File: src/rtl/uart_host_port_pkg.sv
// uart_host_port_pkg
//   Shared types and constants for the UART host-side bus master.
//   - host_state_e : access sequencer states
//   - host_req_s   : request captured at the accept handshake
//   - IDLE_BUS_VALUE : value presented on data/response buses when idle
//   - max3         : elaboration helper used to size the sequencer counter
package uart_host_port_pkg;

  typedef enum logic [2:0] {
    ST_IDLE    = 3'd0,
    ST_SETUP   = 3'd1,
    ST_STROBE  = 3'd2,
    ST_WAIT_RD = 3'd3,
    ST_HOLD_WR = 3'd4,
    ST_RESP    = 3'd5,
    ST_RECOVER = 3'd6
  } host_state_e;

  typedef struct packed {
    logic       write;
    logic [2:0] address;
    logic [7:0] data;
  } host_req_s;

  localparam logic [7:0] IDLE_BUS_VALUE = 8'h00;

  function automatic int max3(input int a, input int b, input int c);
    int m;
    m = a;
    if (b > m) m = b;
    if (c > m) m = c;
    return m;
  endfunction

endpackage

File: src/rtl/uart_host_port_sync_2ff.sv
// sync_2ff
//   One-bit two-flop synchroniser with synchronous active-low reset.
//   Both flops reset to 0; output follows d_i with two cycles of latency.
// Ports:
//   clk_i   : destination clock
//   rst_n_i : synchronous active-low reset
//   d_i     : asynchronous input
//   q_o     : synchronised output
module sync_2ff (
  input  logic clk_i,
  input  logic rst_n_i,
  input  logic d_i,
  output logic q_o
);

  logic r_meta;
  logic r_sync;

  always_ff @(posedge clk_i) begin
    if (!rst_n_i) begin
      r_meta <= 1'b0;
      r_sync <= 1'b0;
    end else begin
      r_meta <= d_i;
      r_sync <= r_meta;
    end
  end

  assign q_o = r_sync;

endmodule

File: src/rtl/uart_host_port.sv
// uart_host_port
//   Host-side bus master for the UART register bus. Accepts one request at a
//   time on a valid/ready interface, runs SETUP -> STROBE -> HOLD_WR/WAIT_RD
//   -> RESP -> RECOVER on the 3-bit address / read / write / 8-bit data bus,
//   owns the data-bus drive enable, and synchronises the UART irq_n line.
// Ports:
//   clk_i, rst_n_i                 : clock, synchronous active-low reset
//   req_valid_i / req_ready_o      : request handshake
//   req_write_i, req_address_i, req_data_i : request payload
//   rsp_valid_o / rsp_ready_i      : response handshake (held until ready)
//   rsp_data_o, rsp_write_o        : read data (0x00 on writes), type echo
//   address_o, read_o, write_o     : UART register bus controls
//   data_o, data_oe_o, data_i      : bus write data, drive enable, read data
//   irq_n_i, irq_pending_o         : raw UART interrupt, synchronised level
module uart_host_port
  import uart_host_port_pkg::*;
#(
  parameter int STROBE_CYCLES   = 2,
  parameter int READ_LATENCY    = 2,
  parameter int RECOVERY_CYCLES = 1
) (
  input  logic       clk_i,
  input  logic       rst_n_i,
  input  logic       req_valid_i,
  output logic       req_ready_o,
  input  logic       req_write_i,
  input  logic [2:0] req_address_i,
  input  logic [7:0] req_data_i,
  output logic       rsp_valid_o,
  input  logic       rsp_ready_i,
  output logic [7:0] rsp_data_o,
  output logic       rsp_write_o,
  output logic [2:0] address_o,
  output logic       read_o,
  output logic       write_o,
  output logic [7:0] data_o,
  output logic       data_oe_o,
  input  logic [7:0] data_i,
  input  logic       irq_n_i,
  output logic       irq_pending_o
);

  localparam int MAX_CYC = max3(STROBE_CYCLES, READ_LATENCY, RECOVERY_CYCLES);
  localparam int CW      = $clog2(MAX_CYC) + 1;

  if (STROBE_CYCLES < 1 || READ_LATENCY < 1 || RECOVERY_CYCLES < 1) begin : g_param_check
    $error("uart_host_port: STROBE_CYCLES, READ_LATENCY and RECOVERY_CYCLES must all be >= 1");
  end

  host_state_e   r_state;
  host_state_e   w_next;
  logic [CW-1:0] r_cnt;
  logic [CW-1:0] w_load;
  host_req_s     r_req;
  logic [7:0]    r_rsp_data;
  logic          r_req_ready;
  logic          w_accept;
  logic          w_cnt_done;
  logic          w_irq_active;

  assign w_accept   = (r_state == ST_IDLE) && r_req_ready && req_valid_i;
  assign w_cnt_done = (r_cnt == '0);

  // Next state
  always_comb begin
    w_next = r_state;
    case (r_state)
      ST_IDLE:    if (w_accept) w_next = ST_SETUP;
      ST_SETUP:   w_next = ST_STROBE;
      ST_STROBE:  if (w_cnt_done) w_next = r_req.write ? ST_HOLD_WR : ST_WAIT_RD;
      ST_HOLD_WR: w_next = ST_RESP;
      ST_WAIT_RD: if (w_cnt_done) w_next = ST_RESP;
      ST_RESP:    if (rsp_ready_i) w_next = ST_RECOVER;
      ST_RECOVER: if (w_cnt_done) w_next = ST_IDLE;
      default:    w_next = ST_IDLE;
    endcase
  end

  // Counter holds remaining cycles minus one for the state being entered.
  always_comb begin
    w_load = '0;
    case (w_next)
      ST_STROBE:  w_load = CW'(STROBE_CYCLES - 1);
      ST_WAIT_RD: w_load = CW'(READ_LATENCY - 1);
      ST_RECOVER: w_load = CW'(RECOVERY_CYCLES - 1);
      default:    w_load = '0;
    endcase
  end

  always_ff @(posedge clk_i) begin
    if (!rst_n_i) begin
      r_state     <= ST_IDLE;
      r_cnt       <= '0;
      r_req       <= '0;
      r_rsp_data  <= IDLE_BUS_VALUE;
      r_req_ready <= 1'b0;
    end else begin
      r_state <= w_next;
      // Registered so ready stays low in the cycle that follows a reset edge
      // and rises in the first cycle spent in IDLE.
      r_req_ready <= (w_next == ST_IDLE);

      if (w_next != r_state) begin
        r_cnt <= w_load;
      end else if (!w_cnt_done) begin
        r_cnt <= r_cnt - CW'(1);
      end

      if (w_accept) begin
        r_req.write   <= req_write_i;
        r_req.address <= req_address_i;
        r_req.data    <= req_data_i;
        r_rsp_data    <= IDLE_BUS_VALUE;
      end

      if (r_state == ST_WAIT_RD && w_cnt_done) begin
        r_rsp_data <= data_i;
      end
    end
  end

  // Bus outputs decoded from registered state only: no input-to-output paths.
  always_comb begin
    address_o = '0;
    read_o    = 1'b0;
    write_o   = 1'b0;
    data_o    = IDLE_BUS_VALUE;
    data_oe_o = 1'b0;
    case (r_state)
      ST_SETUP, ST_STROBE, ST_HOLD_WR: begin
        address_o = r_req.address;
        if (r_req.write) begin
          data_o    = r_req.data;
          data_oe_o = 1'b1;
        end
        if (r_state == ST_STROBE) begin
          read_o  = ~r_req.write;
          write_o = r_req.write;
        end
      end
      ST_WAIT_RD: address_o = r_req.address;
      default: ;
    endcase
  end

  assign req_ready_o = r_req_ready;
  assign rsp_valid_o = (r_state == ST_RESP);
  assign rsp_write_o = (r_state == ST_RESP) && r_req.write;
  assign rsp_data_o  = (r_state == ST_RESP) ? r_rsp_data : IDLE_BUS_VALUE;

  assign w_irq_active = ~irq_n_i;

  sync_2ff u_irq_sync (
    .clk_i   (clk_i),
    .rst_n_i (rst_n_i),
    .d_i     (w_irq_active),
    .q_o     (irq_pending_o)
  );

endmodule

File: config.mk
export PLATFORM = sky130hd
export DESIGN_NAME = uart_host_port
export DESIGN_NICKNAME = d
export VERILOG_FILES = /design/src/rtl/uart_host_port_pkg.sv /design/src/rtl/uart_host_port_sync_2ff.sv /design/src/rtl/uart_host_port.sv
export SDC_FILE = /design/constraint.sdc
export NUM_CORES = 1
export LEC_CHECK = 0
export BUFFER_PORTS_ARGS = -buffer_cell sky130_fd_sc_hd__buf_2
export CAP_MARGIN = 5
export CORE_UTILIZATION = 49
export CTS_CLUSTER_SIZE = 24
export DETAILED_ROUTE_END_ITERATION = 12
export GPL_ROUTABILITY_DRIVEN = 0
export PLACE_DENSITY = 0.79
export SYNTH_ARGS = -nofsm -noshare
export SYNTH_HDL_FRONTEND = slang
export SYNTH_SLANG_ARGS = --single-unit
File: constraint.sdc
create_clock -name clk_i -period 1.85 [get_ports clk_i]
set_input_delay 0.37 -clock clk_i [delete_from_list [all_inputs] [get_ports clk_i]]
set_output_delay 0.37 -clock clk_i [all_outputs]
set_load 0.01 [all_outputs]
* Word-level counts from Yosys, hierarchy flattened
Index checks and enable logic that the tools add are counted.
** Cells by class
- Add/sub/neg operators :: 1
- Multiply operators :: 0
- Divide/modulo/power cells :: 0
- Magnitude comparators :: 0
- Equal/unequal tests :: 10
- Shift-type cells :: 0
- Mux-type cells :: 22
- Bitwise operators :: 2
- Reduce and logical (&&, ||, !) cells :: 11
** Operators with widths (number)
- $mux W8 :: 5
- $mux W3 :: 7
- $pmux W3 S7 :: 1
- $eq A3 B2 Y1 const B :: 4
- $eq A3 B3 Y1 const B :: 3
- $mux W1 :: 7
- $logic_not A3 Y1 :: 2
- $logic_and A1 B1 Y1 :: 4
- $mux W2 :: 2
- $reduce_or A4 Y1 :: 1
- $eq A3 B1 Y1 const B :: 1
- $ne A3 B3 Y1 :: 1
- $reduce_or A3 Y1 :: 1
- $logic_not A2 Y1 :: 1
- $ne A2 B1 Y1 const B :: 1
- $not A1 Y1 :: 2
- $reduce_bool A2 Y1 :: 1
- $reduce_or A2 Y1 :: 1
- $sub A2 B1 Y2 const B :: 1
** Word-level totals
- Register bits after elaboration :: 28
- Bits in latches :: 0
- Memory bits (writable) :: 0
- ROM bits :: 0
- Input port bits :: 25
- Output and inout port bits :: 26
- Word-level logic and storage cells :: 55
- Memories :: 0

* Logic depth before layout (Yosys ltp)
- Word-level depth :: 9
- Gate-level depth with buffers :: 7

* Modules after synthesis
From an unflattened synthesis, not the netlist that was laid out.
** Unflattened totals
- Cell total of the unflattened synthesis :: 170
- Area total of the unflattened synthesis :: 1406.3 um^2
** Modules (own cells, without submodules)
- uart_host_port :: times used 1, cells an instance 166, area an instance 1353.8 um^2
- sync_2ff :: times used 1, cells an instance 4, area an instance 52.6 um^2

* Worst setup path before layout
No wires, ideal clock.
- Path type :: reg-to-output
- Start :: register r_state[0]
- End :: output port data_o[0]
- Data arrival time :: 1.242 ns
- Path slack :: 0.238 ns
- Stages on the path, launching flop included :: 5
- Cells stage by stage :: dfxtp_1 > buf_2 > buf_2 > o311a_1 > and2_1
** On the way
- Word-level cells in the longest chain between the ends :: 3
** Ends and longest elaborated chain
- start, declared :: RTL line uart_host_port.sv:50 : host_state_e r_state;
- start signal, assigned :: RTL line uart_host_port.sv:98 : r_state <= w_next;
- $eq A3 B2 Y1, or another cell as far along :: RTL line uart_host_port.sv:129 : case (r_state)
- $reduce_or A3 Y1 (*)
- $mux W8 (*) :: RTL line uart_host_port.sv:129
- end, declared :: RTL line uart_host_port.sv:36 : output logic [7:0] data_o,
Mark *: on every way between the ends. The rest lies on a longest branch, timed or not.

* Worst setup path after layout
- Start :: register r_state[2]
- End :: output port data_o[6]
The elaborated chain is that of the path after synthesis.

==> impl_metrics.xml <==
<?xml version="1.0" encoding="UTF-8"?>
<metrics>
  <group name="status">
    <metric name="outcome" unit="">complete, but fails checks</metric>
    <metric name="violations" unit="">setup timing</metric>
  </group>
  <group name="layout">
    <metric name="final_common_cell" unit="">sky130_fd_sc_hd__buf_2</metric>
    <metric name="final_layout_size_suffix_gt1_share" unit="%">35.14</metric>
    <metric name="multi_input_area" unit="sq um">845.8</metric>
    <metric name="final_cell_mix" unit="">sky130_fd_sc_hd__buf_2 (49), sky130_fd_sc_hd__nand2_1 (37), sky130_fd_sc_hd__dfxtp_1 (25)</metric>
    <metric name="insertedDiodeCount" unit="">0</metric>
    <metric name="number_of_inserted_filler_cells_in_the_final_layout" unit="">230</metric>
    <metric name="finish.net_count" unit="">249</metric>
    <metric name="register_area" unit="sq um">569.3</metric>
    <metric name="syn2layout_area_growth" unit="%">29.76</metric>
  </group>
  <group name="clock_network">
    <metric name="cts-root-to-sink-buffers" unit="">2</metric>
    <metric name="root_buffer" unit="">sky130_fd_sc_hd__clkbuf_4</metric>
    <metric name="cts_tree" unit="">built</metric>
    <metric name="insertion_delay" unit="ns">0.35</metric>
    <metric name="num_cts_buffers" unit="">3</metric>
    <metric name="cts_max_level" unit="">1</metric>
    <metric name="clkTransAtPathRegs" unit="ns">0.14</metric>
    <metric name="ctsHoldBuffers" unit="">0</metric>
    <metric name="numClockSinks" unit="">28</metric>
  </group>
  <group name="synthesis">
    <metric name="synth.yosys.warnings" unit="">0</metric>
    <metric name="synth_area_per_cell" unit="sq um">8.286</metric>
    <metric name="postSynthCellCount" unit="">172</metric>
    <metric name="synth_edf_count" unit="">0</metric>
    <metric name="netlist_area" unit="sq mm">0.001425</metric>
    <metric name="synth-seq-area-share" unit="%">39.33</metric>
    <metric name="dominantRegCellSynth" unit="">sky130_fd_sc_hd__dfxtp_1</metric>
    <metric name="synth.ff_latch_count" unit="">28</metric>
    <metric name="synth.net_count" unit="">198</metric>
    <metric name="post_synth_num_cell_types" unit="">33</metric>
    <metric name="async_reset_ff_share" unit="%">0</metric>
  </group>
  <group name="power">
    <metric name="p_clk_share" unit="%">21.6</metric>
    <metric name="power.share.combinational" unit="%">37.9</metric>
    <metric name="power_dens_cells" unit="mW/mm^2">1023</metric>
    <metric name="internal_power" unit="uW">1238</metric>
    <metric name="net-switching-power" unit="uW">655.1</metric>
    <metric name="cellLeakagePower" unit="uW">0.0008663</metric>
    <metric name="power.ir.vdd_worst" unit="uV">653.8</metric>
    <metric name="switching_share" unit="%">34.61</metric>
    <metric name="power.sequential.fraction" unit="%">40.5</metric>
  </group>
  <group name="floorplan">
    <metric name="dieWidth" unit="microns">55.93</metric>
    <metric name="core_region_area" unit="sq mm">0.002758</metric>
    <metric name="dieArea" unit="sq mm">0.003128</metric>
    <metric name="design.portCount" unit="">51</metric>
    <metric name="rows" unit="">19</metric>
    <metric name="die-height" unit="microns">55.93</metric>
    <metric name="start_util" unit="%">51.68</metric>
  </group>
  <group name="worst_setup_path">
    <metric name="critPathBufInv" unit="">2</metric>
    <metric name="r2r_slack" unit="ns">0.19</metric>
    <metric name="critical_path.max_fanout" unit="">10</metric>
    <metric name="timing.critical_path.cells" unit="">buf_4 &gt; o21ai_4 &gt; o311a_4 &gt; and2_1 &gt; buf_2</metric>
    <metric name="cp-end-kind" unit="">output pin</metric>
    <metric name="worst_ep_required" unit="ns">1.48</metric>
    <metric name="worst-setup-path-type" unit="">register to output pin</metric>
    <metric name="setup.worst_path.start_class" unit="">register</metric>
    <metric name="timing.critical_path.slowest_cell_delay" unit="ns">0.35</metric>
    <metric name="critical_path.top_delay_family" unit="">compound AO/OA/AOI/OAI gates</metric>
    <metric name="worstPathArrival" unit="ns">1.60</metric>
    <metric name="critical-path-slowest-cell" unit="">sky130_fd_sc_hd__dfxtp_2</metric>
  </group>
  <group name="placement">
    <metric name="port_buffers" unit="">50</metric>
    <metric name="dpl.hpwl" unit="mm">2.052</metric>
  </group>
  <group name="drt">
    <metric name="drtAntennaViolNets" unit="">0</metric>
    <metric name="remaining_drc_errors" unit="">0</metric>
    <metric name="initialDrtViolationCount" unit="">51</metric>
    <metric name="vias_per_cell" unit="">5.324</metric>
    <metric name="detailedRoute.firstPassIterationCount" unit="">4</metric>
    <metric name="totalWireLength" unit="mm">3.392</metric>
    <metric name="routed_len_inst" unit="microns">13.41</metric>
    <metric name="via_count" unit="">1347</metric>
  </group>
  <group name="sta">
    <metric name="endpoints_failing_hold" unit="">0</metric>
    <metric name="timing_max_transition_violations_final" unit="">0</metric>
    <metric name="worst_clock_skew" unit="ns">0.01313</metric>
    <metric name="setup_slack" unit="ns">-0.1154</metric>
    <metric name="finalHoldWorstSlack" unit="ns">0.1640</metric>
    <metric name="setup_viol" unit="">8</metric>
    <metric name="layout_worst_path_cycle_share" unit="%">106.2</metric>
    <metric name="post-route-min-period" unit="ns">1.965</metric>
    <metric name="rsz0062_at_grt" unit="">true</metric>
    <metric name="relSlewSlack" unit="%">72.98</metric>
    <metric name="worst-slew-pin-transition" unit="ns">0.4053</metric>
    <metric name="total_negative_slack" unit="ns">-0.6041</metric>
    <metric name="maxClockFrequency" unit="MHz">508.8</metric>
  </group>
  <group name="global_route">
    <metric name="antenna_found_initial" unit="">0</metric>
    <metric name="grt_first_pass_wirelength" unit="mm">5.023</metric>
    <metric name="grt_overflow_total" unit="">0</metric>
    <metric name="grt_use_total" unit="%">20.13</metric>
    <metric name="first_global_vias" unit="">1179</metric>
    <metric name="grt_max_degree" unit="">30</metric>
  </group>
  <group name="job">
    <metric name="max-cap-violations" unit="">0</metric>
  </group>
  <group name="hold_path">
    <metric name="worst_hold_path_class" unit="">primary input to register</metric>
  </group>
</metrics>
cells in the mapped netlist, types with 2 or more instances:
library cell / instances / area, sq um
sky130_fd_sc_hd__buf_2: 6 / 30.03
sky130_fd_sc_hd__and2_1: 16 / 100.1
sky130_fd_sc_hd__o21a_1: 2 / 15.01
sky130_fd_sc_hd__a21o_1: 2 / 15.01
sky130_fd_sc_hd__o21ai_0: 4 / 20.02
sky130_fd_sc_hd__xnor2_1: 2 / 17.52
sky130_fd_sc_hd__nor2b_1: 5 / 31.28
sky130_fd_sc_hd__nand3_1: 9 / 45.04
sky130_fd_sc_hd__inv_1: 2 / 7.510
sky130_fd_sc_hd__buf_6: 3 / 33.78
sky130_fd_sc_hd__and3_1: 11 / 68.82
sky130_fd_sc_hd__dfxtp_1: 28 / 560.5
sky130_fd_sc_hd__a21boi_1: 20 / 150.1
sky130_fd_sc_hd__nand2_1: 37 / 138.9
sky130_fd_sc_hd__clkbuf_1: 5 / 18.77
sky130_fd_sc_hd__nor2_1: 3 / 11.26
power groups by stage:
stage / Combinational, uW / Sequential (uW) / Clock, uW
after detailed placement: 620 / 752 / 0
after floorplan: 515 / 737 / 0
after global routing: 784 / 778 / 447
final: 717 / 767 / 409
after global placement: 613 / 748 / 0
after CTS: 652 / 748 / 416
layer usage:
| layer | up-vias | wire length [microns] | GRT usage (%) |
|---|---|---|---|
| met1 | 619 | 1449 | 24.45 |
| met5 | - | 0 | 0 |
| met3 | 5 | 138 | 3.256 |
| met2 | 40 | 1754 | 35.80 |
| li1 | 683 | - | - |
| met4 | 0 | 50 | 7.317 |
worst paths after layout:
kind,startpoint,to,depth (start not counted)
worst min register to register,u_irq_sync.r_meta,u_irq_sync.q_o,1
worst max register to register,r_cnt[0],r_cnt[0],6
worst min-delay path,irq_n_i,u_irq_sync.r_meta,2
worst max-delay path,r_state[2],data_o[6],5
timing repair:
action,in CTS,in global routing
setup endpoints to repair,12,23
setup buffers,2,2
resized for setup,7,14
cloned,1,0
pin swaps,1,4
state kept, by name (all words and copies together), names as in the netlist:
register	flops
r_rsp_data	8
req_ready_o	1
u_irq_sync.r_meta	1
r_state	3
r_cnt	2
u_irq_sync.q_o	1
r_req	12
stage by stage:
stage / util [%] / total power (uW) / cell area (sq um) / cells / setup WS, ns
2_1_floorplan: - / 1251 / 1425 / 172 / 0.2378
3_3_place_gp: 60.53 / 1362 / 1669 / 244 / 0.2569
3_5_place_dp: 60.53 / 1373 / 1669 / 244 / 0.2124
4_1_cts: 64.11 / 1816 / 1768 / 251 / -0.07702
5_1_grt: 67.06 / 2009 / 1849 / 253 / -0.1748
6_report: 67.06 / 1893 / 1849 / 253 / -0.1154
kinds of logic (layout without fill, tap and decap cells):
group / after synthesis / after routing / synth area share, %
AOI/OAI and AO/OA: 36 / 37 / 18.96
buffers and inverters: 16 / 65 / 6.322
DFF: 28 / 28 / 39.33
and+or+nand+nor: 88 / 88 / 32.57
xor gates and xnor gates: 2 / 2 / 1.229
adders and majority gates: 1 / 1 / 0.8778
muxes: 1 / 1 / 0.7024
final cells by class:
cell class	count	share of cell area [%]
sequential	28	30.78
clock inverter	1	1.624
clock buffer	3	1.218
inverter	2	0.4060
timing repair buffer	59	18.13
tap	31	2.097
multi-input combinational	129	45.74
Note: power is estimated with default switching activity, not from simulation.
